File: src/rtl/frac_clk_div_m_n.sv
// Fractional M/N clock divider: a frame of M_N source cycles holds short (div_e)
// periods followed by long (div_o) periods; clk_out is a registered, glitch-free flop.
module frac_clk_div_m_n #(
  parameter logic [7:0] M_N   = 8'd87,
  parameter logic [7:0] c89   = 8'd24,
  parameter logic [4:0] div_e = 5'd8,
  parameter logic [4:0] div_o = 5'd9
) (
  input  logic clk_in,
  input  logic rst_n,
  output logic clk_out
);

  localparam int MN_I = int'(M_N);
  localparam int C_I  = int'(c89);
  localparam int DE_I = int'(div_e);
  localparam int DO_I = int'(div_o);

  localparam bit PARAMS_OK =
    (DE_I >= 2) && (DO_I >= 2) && (C_I > 0) && (C_I < MN_I) &&
    ((DE_I >= 2) ? ((C_I % DE_I) == 0) : 1'b0) &&
    ((DO_I >= 2) ? (((MN_I - C_I) % DO_I) == 0) : 1'b0);

  if (!PARAMS_OK) begin : g_bad_params
    $error("frac_clk_div_m_n: illegal parameter set (c89/div_e/div_o must tile M_N exactly)");
  end

  logic [7:0] ccnt_q, ccnt_d;
  logic [4:0] pcnt_q, pcnt_d;
  logic       clk_out_q, clk_out_d;

  logic [7:0] per_len;
  logic [7:0] half_len;
  logic       frame_last;
  logic       per_last;

  // Period type follows the frame position; c89 is a multiple of div_e, so the
  // switch always lands on a period boundary and no period is truncated.
  always_comb begin
    per_len    = (ccnt_q < c89) ? {3'b000, div_e} : {3'b000, div_o};
    half_len   = per_len >> 1;
    frame_last = (ccnt_q == (M_N - 8'd1));
    per_last   = ({3'b000, pcnt_q} == (per_len - 8'd1));
  end

  always_comb begin
    ccnt_d    = frame_last ? 8'd0 : (ccnt_q + 8'd1);
    pcnt_d    = (per_last || frame_last) ? 5'd0 : (pcnt_q + 5'd1);
    clk_out_d = ({3'b000, pcnt_q} < half_len);
  end

  always_ff @(posedge clk_in or negedge rst_n) begin
    if (!rst_n) begin
      ccnt_q    <= 8'd0;
      pcnt_q    <= 5'd0;
      clk_out_q <= 1'b0;
    end else begin
      ccnt_q    <= ccnt_d;
      pcnt_q    <= pcnt_d;
      clk_out_q <= clk_out_d;
    end
  end

  assign clk_out = clk_out_q;

endmodule

File: config.mk
export PLATFORM = sky130hd
export DESIGN_NAME = frac_clk_div_m_n
export DESIGN_NICKNAME = d
export VERILOG_FILES = /design/src/rtl/frac_clk_div_m_n.sv
export SDC_FILE = /design/constraint.sdc
export NUM_CORES = 1
export LEC_CHECK = 0
export BUFFER_PORTS_ARGS = -buffer_cell sky130_fd_sc_hd__buf_2
export CAP_MARGIN = 20
export CORE_UTILIZATION = 25
export CTS_CLUSTER_SIZE = 24
export DETAILED_ROUTE_END_ITERATION = 7
export GPL_ROUTABILITY_DRIVEN = 0
export PLACE_DENSITY = 0.43
export RECOVER_POWER = 25
export SKIP_LAST_GASP = 1
export SLEW_MARGIN = 10
export SYNTH_ARGS = -nofsm -noshare
export SYNTH_HDL_FRONTEND = slang
export SYNTH_SLANG_ARGS = --single-unit
File: constraint.sdc
create_clock -name clk_in -period 1.5 [get_ports clk_in]
set_input_delay 0 -clock clk_in [delete_from_list [all_inputs] [get_ports clk_in]]
set_output_delay 0 -clock clk_in [all_outputs]
set_load 0.01 [all_outputs]
==> results of run 1 <==
==> power breakdown <==
group          internal, mW  switching, mW
sequential            0.377              0
combinational       0.00225        0.00751
clock                0.0929          0.116
==> flip-flops by register name (all words and copies together), names as in the netlist <==
register and flops:
clk_out 1, ccnt_q 8, pcnt_q 5
==> repair_timing <==
action                                  4_1_cts  5_1_grt
endpoints found under the setup margin        0       11
hold buffers                                  1        0
hold endpoints to repair                     14        0
setup buffers                                 0        2
gates resized for setup                       0       13
==> logic make-up (layout without fill, tap and decap cells) <==
family	Yosys count	count (layout)	synth area share (%)
AND/OR/NAND/NOR	25	26	22.8
flip-flops	14	14	51.9
XOR/XNOR	7	7	9.09
AO/OA/AOI/OAI	5	5	7.79
adder cells (fa/ha/maj)	3	3	5.57
buffers and inverters	2	19	1.30
multiplexers	1	1	1.48
==> critical path, delay by kind of cell, from the launching register on <==
kind	cells	cell delay [ns]
AND/OR/NAND/NOR	3	0.80
flip-flops	1	0.42
buffers and inverters	1	0.14
==> layout by cell type, fill, tap and decap left out, types with 2 or more instances in the layout <==
cell type | synthesis | routed
buf_4 | 0 | 10
buf_6 | 0 | 2
clkbuf_4 | 0 | 3
dfrtp_1 | 14 | 14
ha_1 | 3 | 3
nand2_1 | 3 | 3
nand3_1 | 4 | 4
nor2_1 | 6 | 5
nor3_1 | 2 | 2
nor4_2 | 0 | 2
xnor2_1 | 2 | 2
xor2_1 | 5 | 5
==> per-layer routing <==
metal,track usage [%],part of all wire (%),vias to the layer above
li1,-,-,251
met1,13.8,47,240
met2,15.2,48,5
met3,1.69,1.3,4
met4,6.58,3.0,0
met5,0,0,-
==> final cells by class <==
| cell class | count | area, sq um |
|---|---|---|
| Clock buffer | 3 | 22.5 |
| Fill cell | 265 | 1600 |
| Inverter | 1 | 3.75 |
| Multi-Input combinational cell | 42 | 392 |
| Sequential cell | 14 | 350 |
| Tap cell | 30 | 37.5 |
| Timing Repair Buffer | 15 | 116 |
==> through the flow <==
step / TNS, ns / hold slack, ns
floorplan: 0 / -0.296
global placement: 0 / -0.0764
detailed placement: 0 / -0.0802
CTS: 0 / 0.158
global route: -0.180 / 0.391
finish: 0 / 0.306
==> how the worst max path moves through the flow <==
stage                             start                  end  slack, ns  cells past startpoint
CTS                 ccnt_q[0]$_DFF_PN0_  pcnt_q[1]$_DFF_PN0_       0.02                      5
detailed placement  ccnt_q[0]$_DFF_PN0_  pcnt_q[1]$_DFF_PN0_       0.03                      5
floorplan           ccnt_q[0]$_DFF_PN0_  pcnt_q[1]$_DFF_PN0_       0.06                      6
finish              ccnt_q[7]$_DFF_PN0_  pcnt_q[1]$_DFF_PN0_       0.01                      4
global route        pcnt_q[0]$_DFF_PN0_  pcnt_q[0]$_DFF_PN0_      -0.05                      3
global placement    ccnt_q[0]$_DFF_PN0_  pcnt_q[1]$_DFF_PN0_       0.02                      5
==> flow_metrics.env, run 1 <==
export IMPL_ys_seq_area_share_pct=51.9
export IMPL_antenna_cells=0
export IMPL_layout_min_cycle_time_ns=1.49
export IMPL_worstSetupEndpointType="register"
export IMPL_final_period_utilization_pct=99.3
export IMPL_ant_nets=0
export IMPL_fin_util_pct=36.6
export IMPL_nNetsFinal=82
export IMPL_grt_ovfl_total=0
export IMPL_grt_pass1_vias=474
export IMPL_fmax_mhz=671
export IMPL_post_dp_cell_area_sq_um=792
export IMPL_stdcell_area_sq_um=922
export IMPL_finalWirelength_mm=1.32
export IMPL_area_growth_pct=36.7
export IMPL_critPathKind="register to register"
export IMPL_clock_latency_ns=0.27
export IMPL_yosys_warnings=0
export IMPL_power_uw=596
export IMPL_finalNonFillerCells=105
export IMPL_status="finished clean"
export IMPL_syn_inst=57
export IMPL_fin_worst_skew_ns=0.00737
export IMPL_setup_viol=0
export IMPL_cp_required_ns=1.65
export IMPL_synth_largest_area_cell="dfrtp_1"
export IMPL_core_area_sq_um=2520
export IMPL_first_pass_iters=3
export IMPL_grt_pass1_wl_mm=2.08
export IMPL_powerDensity_nw_per_um2=646
export IMPL_die_w_um=53.9
export IMPL_io_pins=3
export IMPL_cp_start_kind="register"
export IMPL_drive_gt1_share_pct=36.0
export IMPL_vias=500
export IMPL_crit_fanout=5
export IMPL_synthFlopType="dfrtp_1"
export IMPL_netlist_area_leader_share_pct=51.9
export IMPL_row_count=18
export IMPL_cap_viol_max_count=0
export IMPL_ys_ff_latch=14
export IMPL_regToRegEndpoint="pcnt_q[1]$_DFF_PN0_"
export IMPL_r2r_start="ccnt_q[7]$_DFF_PN0_"
export IMPL_portBuffers=2
export IMPL_clock_path_buffers=2
export IMPL_wl_per_cell_um=12.5
export IMPL_cts_root_buf="clkbuf_4"
export IMPL_arrival_ns=1.64
export IMPL_hold_path_class="primary input to async pin"
export IMPL_fin_ws_ns=0.0104
export IMPL_dieHeight_um=53.9
export IMPL_clock_sinks=14
export IMPL_slowest_stage="dfrtp_1"
export IMPL_syn_area_sq_um=674
export IMPL_ff2ff_path_depth=4
export IMPL_slew_viol_final=0
export IMPL_cts_htree_levels=1
export IMPL_synth_area_per_cell_sq_um=11.8
export IMPL_drt_iter0_markers=4
export IMPL_synth_cell_type_count=23
export IMPL_hold_viol=0
export IMPL_die_area_sq_um=2910
export IMPL_synth_most_common_cell="dfrtp_1"
export IMPL_r2r_setup_slack_ns=0.01
export IMPL_rsz0062_at_grt="true"
export IMPL_hpwl_um=846
export IMPL_synthArstFlopShare_pct=100
export IMPL_p_leak_nw=0.401
export IMPL_yosys_top_cells_count="14 x dfrtp_1, 6 x nor2_1, 5 x xor2_1, 4 x nand3_1"
export IMPL_antenna_found_initial=0
export IMPL_slowest_delay_ns=0.42
export IMPL_relSlewSlack_pct=48.6
export IMPL_grt_max_degree=15
export IMPL_numCtsBuffers=3
export IMPL_dpl_worst_slack_ns=0.0254
export IMPL_vias_per_cell=4.76
export IMPL_globalRouteTotalUtil_pct=10.3
export IMPL_syn_num_nets=62
export IMPL_peakVddDrop_uv=384
export IMPL_post_route_drc_count=0
export IMPL_initial_core_util_pct=26.7
export IMPL_clk_transition_reported_paths_ns=0.09
export IMPL_max_slew_worst_pin_slew_ns=0.771
export IMPL_cts_tree="built"
export IMPL_synth_area_leaders="dfrtp_1 52%, xor2_1 6.5%, ha_1 5.6%, a2111oi_4 4.1%, nor2_1 3.3%"
export IMPL_dp_cells=98
export IMPL_synth_edff_count=0
export IMPL_worstPathCellList="buf_6, nor4bb_4, and4b_2, nor4b_2"
(Power assumes the default switching activity.)
==> run 2, diff against run 1 <==
Settings changed: PLACE_DENSITY 0.43 to 0.42.
Clock period 1.5 ns to 1.6 ns, I/O delays scaled along.
==> flow_metrics.env, run 2 (synthesis results as in run 1) <==
export IMPL_dp_cells=93
export IMPL_initial_core_util_pct=26.7
export IMPL_fin_worst_skew_ns=0.00590
export IMPL_nNetsFinal=75
export IMPL_max_slew_worst_pin_slew_ns=0.768
export IMPL_largest_register_ffs=8
export IMPL_clock_path_buffers=2
export IMPL_core_area_sq_um=2520
export IMPL_rsz0062_at_grt="false"
export IMPL_worstSetupEndpointType="register"
export IMPL_drive_gt1_share_pct=24.6
export IMPL_post_route_drc_count=0
export IMPL_r2r_setup_slack_ns=0.12
export IMPL_die_w_um=53.9
export IMPL_top_register="ccnt_q"
export IMPL_ant_nets=0
export IMPL_path_delay_family="simple AND/OR/NAND/NOR gates"
export IMPL_peakVddDrop_uv=287
export IMPL_crit_fanout=5
export IMPL_die_area_sq_um=2910
export IMPL_grt_pass1_wl_mm=2.15
export IMPL_layout_common_cells="14 x dfrtp_1, 6 x nor2_1, 5 x xor2_1, 5 x buf_4, 4 x nand3_1"
export IMPL_finalNonFillerCells=99
export IMPL_setup_viol=0
export IMPL_slowest_delay_ns=0.42
export IMPL_post_dp_cell_area_sq_um=754
export IMPL_cp_start_kind="register"
export IMPL_antenna_found_initial=0
export IMPL_wl_per_cell_um=12.3
export IMPL_drt_iter0_markers=5
export IMPL_slowest_stage="dfrtp_1"
export IMPL_status="finished clean"
export IMPL_path_buf_inv=1
export IMPL_area_growth_pct=22.4
export IMPL_grt_max_degree=15
export IMPL_slew_viol_final=0
export IMPL_io_pins=3
export IMPL_dpl_worst_slack_ns=-0.0126
export IMPL_cap_viol_max_count=0
export IMPL_fill_cells=267
export IMPL_critPathKind="register to register"
export IMPL_final_common_cell="dfrtp_1"
export IMPL_finalWirelength_mm=1.22
export IMPL_fin_util_pct=32.7
export IMPL_vias_per_cell=4.67
export IMPL_worstPathCellList="inv_1, ha_1, nor4bb_4, and4b_2, nor4b_1"
export IMPL_first_pass_iters=2
export IMPL_stdcell_area_sq_um=826
export IMPL_clock_latency_ns=0.28
export IMPL_hpwl_um=854
export IMPL_cts_root_buf="clkbuf_4"
export IMPL_portBuffers=2
export IMPL_final_period_utilization_pct=92.6
export IMPL_dieHeight_um=53.9
export IMPL_clk_transition_reported_paths_ns=0.09
export IMPL_globalRouteTotalUtil_pct=11.1
export IMPL_grt_ovfl_total=0
export IMPL_fmax_mhz=675
export IMPL_grt_pass1_vias=444
export IMPL_row_count=18
export IMPL_antenna_cells=0
export IMPL_cts_tree="built"
export IMPL_clock_sinks=14
export IMPL_p_leak_nw=0.360
export IMPL_hold_viol=0
export IMPL_layout_min_cycle_time_ns=1.48
export IMPL_relSlewSlack_pct=48.8
export IMPL_arrival_ns=1.63
export IMPL_fin_ws_ns=0.119
export IMPL_powerDensity_nw_per_um2=755
export IMPL_cts_htree_levels=1
export IMPL_setup_tns_ns=0
export IMPL_vias=462
export IMPL_cp_required_ns=1.75
export IMPL_numCtsBuffers=3
export IMPL_hold_path_class="primary input to async pin"
run 2: path summary, 6_finish.rpt:
path                                             to                 from  cells past startpoint
worst max-delay path            pcnt_q[1]$_DFF_PN0_  ccnt_q[0]$_DFF_PN0_                      5
worst min-delay path            ccnt_q[4]$_DFF_PN0_                rst_n                      2
worst max register to register  pcnt_q[1]$_DFF_PN0_  ccnt_q[0]$_DFF_PN0_                      5
worst min register to register  ccnt_q[0]$_DFF_PN0_  ccnt_q[0]$_DFF_PN0_                      1
max in group asynchronous       pcnt_q[2]$_DFF_PN0_                rst_n                      2
min in group clk_in             ccnt_q[0]$_DFF_PN0_  ccnt_q[0]$_DFF_PN0_                      1
run 2: per-stage QoR:
step / hold WS [ns] / power (mW)
final: 0.291 / 0.624
after global placement: -0.0781 / 0.369
after global routing: 0.393 / 0.648
after CTS: 0.139 / 0.633
after detailed placement: -0.0756 / 0.369
after floorplan: -0.296 / 0.361
run 2: layer usage:
| layer | global-route usage (%) | vias up | part of all wire, % |
|---|---|---|---|
| met5 | 0 | - | 0 |
| met3 | 2.54 | 2 | 1.9 |
| met4 | 9.21 | 0 | 2.2 |
| met2 | 15.8 | 4 | 45 |
| li1 | - | 234 | - |
| met1 | 13.9 | 222 | 51 |
run 2: layout make-up:
type                    instances  area, sq um  area share [%]
flip-flops and latches         14          350            42.4
multi-input cells              42          342            41.4
inverters                       1         3.75           0.455
clock buffers                   4         36.3            4.39
well taps                      30         37.5            4.55
repair buffers                  8         56.3            6.82
run 2: timing repair:
item / CTS / global route
hold buffers: 1 / 0
buffers inserted: 0 / 0
endpoints found under the hold margin: 14 / 0
pin swaps: 1 / 0
gates resized for setup: 1 / 2
setup endpoints to repair: 7 / 10
gates cloned: 1 / 0
run 2: where the power goes:
part	leakage [nW]	internal [mW]	switching, mW
clock network	0.0210	0.138	0.123
logic	0.172	0.00210	0.00698
registers	0.168	0.354	0
total	0.360	0.494	0.130
